### config.mk
export PLATFORM = sky130hd
export DESIGN_NAME = branch_resolve_queue
export DESIGN_NICKNAME = d
export VERILOG_FILES = /design/src/rtl/bp_pkg.sv /design/src/rtl/bp_entry_ram.sv /design/src/rtl/branch_resolve_queue.sv
export SDC_FILE = /design/constraint.sdc
export NUM_CORES = 1
export LEC_CHECK = 0
export BUFFER_PORTS_ARGS = -buffer_cell sky130_fd_sc_hd__buf_2
export CAP_MARGIN = 20
export CORE_UTILIZATION = 40
export CTS_CLUSTER_SIZE = 20
export DETAILED_ROUTE_END_ITERATION = 12
export GPL_TIMING_DRIVEN = 0
export HOLD_SLACK_MARGIN = 0.05
export REMOVE_ABC_BUFFERS = 1
export SLEW_MARGIN = 20
export SYNTH_ARGS = -nofsm -noshare
export SYNTH_HDL_FRONTEND = slang
export SYNTH_SLANG_ARGS = --single-unit
### constraint.sdc
create_clock -name clk -period 7.3 [get_ports clk]
set_input_delay 1.46 -clock clk [delete_from_list [all_inputs] [get_ports clk]]
set_output_delay 1.46 -clock clk [all_outputs]
set_load 0.01 [all_outputs]
### src/rtl/bp_pkg.sv
// Shared branch-prediction types: history width, queue depth and the in-flight entry layout.
// Also used by the PHT so both agree on index and history widths.
package bp_pkg;

  localparam int unsigned HIST_W = 8;
  localparam int unsigned DEPTH  = 8;

  typedef struct packed {
    logic [HIST_W-1:0] pc;
    logic [HIST_W-1:0] bhr;
    logic              pred_taken;
  } bp_entry_t;

  // Shift a new outcome into the LSB; the oldest bit falls off the top.
  function automatic logic [HIST_W-1:0] hist_shift(input logic [HIST_W-1:0] hist,
                                                   input logic              taken);
    return HIST_W'({hist, taken});
  endfunction

endpackage

### src/rtl/bp_entry_ram.sv
// Storage for in-flight predictions: one synchronous write port, one asynchronous read port.
// The array is deliberately not reset; validity is tracked by the queue pointers.
module bp_entry_ram
  import bp_pkg::*;
#(
  parameter int unsigned Depth = DEPTH,
  parameter int unsigned AddrW = $clog2(Depth)
) (
  input  logic             clk_i,
  input  logic             we_i,
  input  logic [AddrW-1:0] waddr_i,
  input  bp_entry_t        wdata_i,
  input  logic [AddrW-1:0] raddr_i,
  output bp_entry_t        rdata_o
);

  bp_entry_t mem_q [Depth];

  always_ff @(posedge clk_i) begin
    if (we_i) begin
      mem_q[waddr_i] <= wdata_i;
    end
  end

  assign rdata_o = mem_q[raddr_i];

endmodule

### src/rtl/branch_resolve_queue.sv
// In-order queue of branch predictions awaiting resolution. Tracks speculative and
// architectural history, emits PHT updates and flushes younger entries on a mispredict.
module branch_resolve_queue #(
  parameter int unsigned DEPTH  = bp_pkg::DEPTH,
  parameter int unsigned HIST_W = bp_pkg::HIST_W
) (
  input  logic                     clk,
  input  logic                     rst,
  input  logic                     pred_valid,
  input  logic [HIST_W-1:0]        pred_pc,
  input  logic                     pred_taken,
  output logic                     pred_ready,
  output logic [HIST_W-1:0]        spec_bhr,
  input  logic                     res_valid,
  input  logic                     res_taken,
  output logic                     res_ready,
  output logic                     update,
  output logic [HIST_W-1:0]        upd_bhr,
  output logic [HIST_W-1:0]        upd_pc,
  output logic                     upd_taken,
  output logic                     mispredict,
  output logic [$clog2(DEPTH):0]   count
);

  import bp_pkg::*;

  localparam int unsigned PtrW = $clog2(DEPTH);
  localparam int unsigned CntW = PtrW + 1;

  logic [PtrW-1:0]   head_q, head_d;
  logic [PtrW-1:0]   tail_q, tail_d;
  logic [CntW-1:0]   count_q, count_d;
  logic [HIST_W-1:0] spec_bhr_q, spec_bhr_d;
  logic [HIST_W-1:0] arch_bhr_q, arch_bhr_d;
  logic              update_q, update_d;
  logic              mispredict_q, mispredict_d;
  logic [HIST_W-1:0] upd_bhr_q, upd_bhr_d;
  logic [HIST_W-1:0] upd_pc_q, upd_pc_d;
  logic              upd_taken_q, upd_taken_d;

  logic      full, empty;
  logic      enq, deq, flush;
  bp_entry_t wr_entry, rd_entry;

  assign full  = (count_q == CntW'(DEPTH));
  assign empty = (count_q == '0);

  assign deq   = res_valid && !empty;
  assign flush = deq && (res_taken != rd_entry.pred_taken);
  // A flush kills everything younger than the resolving branch, including this cycle's fetch.
  assign enq   = pred_valid && !full && !flush;

  assign wr_entry = '{pc: pred_pc, bhr: spec_bhr_q, pred_taken: pred_taken};

  bp_entry_ram #(
    .Depth (DEPTH),
    .AddrW (PtrW)
  ) u_entry_ram (
    .clk_i   (clk),
    .we_i    (enq),
    .waddr_i (tail_q),
    .wdata_i (wr_entry),
    .raddr_i (head_q),
    .rdata_o (rd_entry)
  );

  always_comb begin
    head_d       = head_q;
    tail_d       = tail_q;
    count_d      = count_q;
    spec_bhr_d   = spec_bhr_q;
    arch_bhr_d   = arch_bhr_q;
    update_d     = 1'b0;
    mispredict_d = 1'b0;
    upd_bhr_d    = upd_bhr_q;
    upd_pc_d     = upd_pc_q;
    upd_taken_d  = upd_taken_q;

    if (enq) begin
      tail_d     = tail_q + PtrW'(1);
      spec_bhr_d = hist_shift(spec_bhr_q, pred_taken);
    end

    if (deq) begin
      head_d      = head_q + PtrW'(1);
      arch_bhr_d  = hist_shift(arch_bhr_q, res_taken);
      update_d    = 1'b1;
      upd_bhr_d   = rd_entry.bhr;
      upd_pc_d    = rd_entry.pc;
      upd_taken_d = res_taken;
    end

    // Rewind speculative history to the architectural one, including this outcome.
    if (flush) begin
      tail_d       = head_q + PtrW'(1);
      spec_bhr_d   = hist_shift(arch_bhr_q, res_taken);
      mispredict_d = 1'b1;
    end

    if (flush) begin
      count_d = '0;
    end else if (enq && !deq) begin
      count_d = count_q + CntW'(1);
    end else if (!enq && deq) begin
      count_d = count_q - CntW'(1);
    end
  end

  always_ff @(posedge clk) begin
    if (rst) begin
      head_q       <= '0;
      tail_q       <= '0;
      count_q      <= '0;
      spec_bhr_q   <= '0;
      arch_bhr_q   <= '0;
      update_q     <= 1'b0;
      mispredict_q <= 1'b0;
      upd_bhr_q    <= '0;
      upd_pc_q     <= '0;
      upd_taken_q  <= 1'b0;
    end else begin
      head_q       <= head_d;
      tail_q       <= tail_d;
      count_q      <= count_d;
      spec_bhr_q   <= spec_bhr_d;
      arch_bhr_q   <= arch_bhr_d;
      update_q     <= update_d;
      mispredict_q <= mispredict_d;
      upd_bhr_q    <= upd_bhr_d;
      upd_pc_q     <= upd_pc_d;
      upd_taken_q  <= upd_taken_d;
    end
  end

  assign pred_ready = !full;
  assign res_ready  = !empty;
  assign spec_bhr   = spec_bhr_q;
  assign update     = update_q;
  assign mispredict = mispredict_q;
  assign upd_bhr    = upd_bhr_q;
  assign upd_pc     = upd_pc_q;
  assign upd_taken  = upd_taken_q;
  assign count      = count_q;

endmodule
==> impl_metrics.json <==
{
  "post_cts_buffers": 0,
  "finalHoldViolations": 0,
  "layout-drive-gt1-share_pct": 30.9,
  "pwr-share-comb_pct": 22.5,
  "clock_latency_ns": 0.42,
  "placementRows": 47,
  "grt_pass1_wl_um": 20800,
  "drc": 0,
  "htreeDepth": 4,
  "fin_crit_sh_pct": 60.4,
  "finalNonFillerCells": 693,
  "cts_resized": 0,
  "critical_path.n_buffers_inverters": 4,
  "wl_um": 13200,
  "synth-seq-area-share_pct": 71.8,
  "clk_path_buf_depth": 2,
  "slew_headroom_pct": 34.1,
  "netlist_area_sq_mm": 0.00697,
  "synth_compound_area_share_pct": 4.24,
  "worst-path-max-fanout": 19,
  "synth_fa_ha_area_share_pct": 1.18,
  "ys_ff_latch": 182,
  "critPathRequiredTime_ns": 7.63,
  "switching_share_pct": 28.3,
  "status": "complete, no violations",
  "vdd_drop_max_uv": 214,
  "grt_setup_unrepaired": "no",
  "num_vias": 3616,
  "startpoint_type": "input port",
  "critPathCaptureType": "flop",
  "gr-total-overflow": 0,
  "setup_ws_ns": 2.89,
  "synth_top_family_by_area": "multiplexers",
  "ys_types": 35,
  "numCtsBuffers": 17,
  "power.leakage_uw": 0.00277,
  "final_util_pct": 48.4,
  "dp_cells": 661,
  "maxCapViolCount": 0,
  "gp_congestion": 0.733,
  "avgSynthCellArea_sq_um": 17.3,
  "num_antenna_cells": 0,
  "path_cells": "buf_2, o41a_2, inv_1, nor2_1, mux2i_4, nand3_2, inv_1, ha_1, inv_1, ha_1, a21o_1, a21oi_1, xnor2_1, or3_1, a211oi_1",
  "num-nets-final": 480,
  "p_int_uw": 2130,
  "finalSetupViolations": 0,
  "fin_area_sq_mm": 0.00814,
  "yosys.area_share.simple_pct": 4.58,
  "critical_path_arrival_ns": 4.74,
  "clkPwrFrac_pct": 28.4,
  "cts_tree": "built",
  "die_h_um": 134,
  "tightestPinTransition_ns": 0.988,
  "placedInstanceArea_sq_mm": 0.00758,
  "skew_ns": 0.00836,
  "clk_pin_slew_ns": 0.06,
  "clock.fmax_mhz": 227,
  "path_class": "in2reg",
  "clock_sinks": 182,
  "post-route-min-period_ns": 4.41,
  "cp_top_family": "simple AND/OR/NAND/NOR gates",
  "viasPerCell": 5.22,
  "dieArea_sq_mm": 0.0180,
  "ys_warn_count": 0,
  "p_per_area_mw_per_mm2": 365,
  "ctsHoldBuffers": 0,
  "p_sw_uw": 843,
  "slowest_stage": "mux2i_4",
  "slew_viol_final": 0,
  "core-area_sq_mm": 0.0168,
  "p_seq_share_pct": 49.1,
  "hold_class": "reg2reg",
  "max_stage_delay_ns": 0.51,
  "first_iter_violations": 232,
  "grt_pass1_vias": 3668,
  "dp_slack_ns": 2.45,
  "antenna_left": 0,
  "cts-root-buf": "clkbuf_16",
  "wire_per_inst_um": 19.0,
  "drt_pass1_iterations": 4,
  "n_fill_cell": 1441,
  "muxShareOfSynthArea_pct": 15.5,
  "cpMostUsedCell": "inv_1",
  "synth_xor_area_share_pct": 1.01,
  "dp_hpwl_um": 8020,
  "synthToLayoutAreaGrowth_pct": 16.8,
  "io_buffers": 46,
  "track_usage_pct": 16.1,
  "antenna_found_initial": 0,
  "die_w_um": 134,
  "io_pins": 47,
  "grt_max_degree": 46,
  "start_util_pct": 41.4,
  "postSynthCellCount": 402
}
cell usage after synthesis (all sizes together):
| cell | n | area share [%] |
|---|---|---|
| edfxtp | 136 | 59 |
| dfxtp | 46 | 13 |
| nor2 | 36 | 1.9 |
| mux4 | 33 | 11 |
| a211oi | 27 | 3.0 |
| mux2i | 27 | 4.1 |
| nand2 | 19 | 1.1 |
| clkbuf | 18 | 0.97 |
| a21oi | 11 | 0.79 |
| nor3 | 8 | 0.57 |
| xnor2 | 6 | 0.75 |
| buf | 5 | 0.54 |
| ha | 5 | 0.90 |
| mux2 | 5 | 0.81 |
| inv | 3 | 0.16 |
| nand2b | 2 | 0.18 |
| nand3 | 2 | 0.22 |
| xor2 | 2 | 0.25 |
| a21o | 1 | 0.11 |
| a2bb2oi | 1 | 0.13 |
| and2 | 1 | 0.090 |
| fa | 1 | 0.29 |
| nand4 | 1 | 0.090 |
| nor4 | 1 | 0.090 |
| o21ai | 1 | 0.072 |
| o41a | 1 | 0.16 |
| or3 | 1 | 0.090 |
| or4 | 1 | 0.11 |
| or4b | 1 | 0.14 |
power groups by stage:
| stage | clock (uW) | sequential, uW | combinational (uW) |
|---|---|---|---|
| finish | 845 | 1460 | 669 |
| global route | 908 | 1490 | 736 |
| CTS | 868 | 1470 | 684 |
| detailed placement | 0 | 1490 | 684 |
| global placement | 0 | 1500 | 610 |
| floorplan | 0 | 1490 | 397 |
routing by layer:
metal  vias up  track usage, %  routed length (um)
met2       103            25.6                6440
met1      1816            21.4                5780
met3         9            4.23                 799
met5         -               0                   0
li1       1688               -                   -
met4         0            5.37                 149
cell type report:
class / count / area [sq um] / area share (%)
Multi-Input combinational cell: 194 / 1900 / 23.3
Clock inverter: 7 / 45.0 / 0.553
Clock buffer: 25 / 515 / 6.33
Sequential cell: 182 / 5010 / 61.5
Tap cell: 220 / 275 / 3.38
Timing Repair Buffer: 62 / 385 / 4.73
Inverter: 3 / 11.3 / 0.138
flip-flops by register name, summed over array words and instances (netlist names), named ones only:
register	flops
spec_bhr	8
count	4
upd_pc	8
u_entry_ram.mem_q	136
tail_q	3
mispredict	1
arch_bhr_q	7
update	1
upd_bhr	8
head_q	3
path summary, 6_finish.rpt:
kind                 startpoint       endpoint  slack (ns)  depth (start not counted)
setup / recovery      res_valid       count[3]        2.89                         15
hold / removal    arch_bhr_q[6]  arch_bhr_q[6]        0.46                          2
setup reg to reg       count[0]       count[3]        3.21                         14
hold reg to reg   arch_bhr_q[6]  arch_bhr_q[6]        0.46                          2
tightest hold or removal path: stages, from the launching register on:
cell	delay (ns)
dfxtp_1	0.31
nand2_1	0.05
a21oi_1	0.05
kinds of logic (layout without fill, tap and decap cells):
logic type / Yosys count / count (layout)
compound gates: 42 / 42
xor+xnor: 8 / 8
fa+ha+maj: 6 / 6
buf+inv: 26 / 97
flops: 182 / 182
mux: 65 / 65
simple gates: 73 / 73
cells in the final DEF, fill, tap and decap left out, types with 4 or more instances in the layout:
| cell | instances |
|---|---|
| xnor2_1 | 6 |
| mux2i_1 | 26 |
| nand2_1 | 18 |
| buf_4 | 7 |
| nor2_1 | 33 |
| ha_1 | 5 |
| buf_2 | 50 |
| clkinv_2 | 4 |
| dfxtp_1 | 43 |
| mux2_2 | 4 |
| nor3_1 | 4 |
| a211oi_1 | 26 |
| edfxtp_1 | 136 |
| nor3_2 | 4 |
| a21oi_1 | 11 |
| clkbuf_8 | 6 |
| clkbuf_16 | 17 |
| mux4_2 | 33 |
metrics by stage:
stage          TNS [ns]  power [uW]  hold slack, ns
2_1_floorplan         0        1890           0.431
3_3_place_gp     -11.68        2110           0.446
3_5_place_dp          0        2170           0.449
4_1_cts               0        3020           0.458
5_1_grt               0        3130           0.473
6_report              0        2980           0.457
No activity file was read; power rests on OpenSTA's default activity.
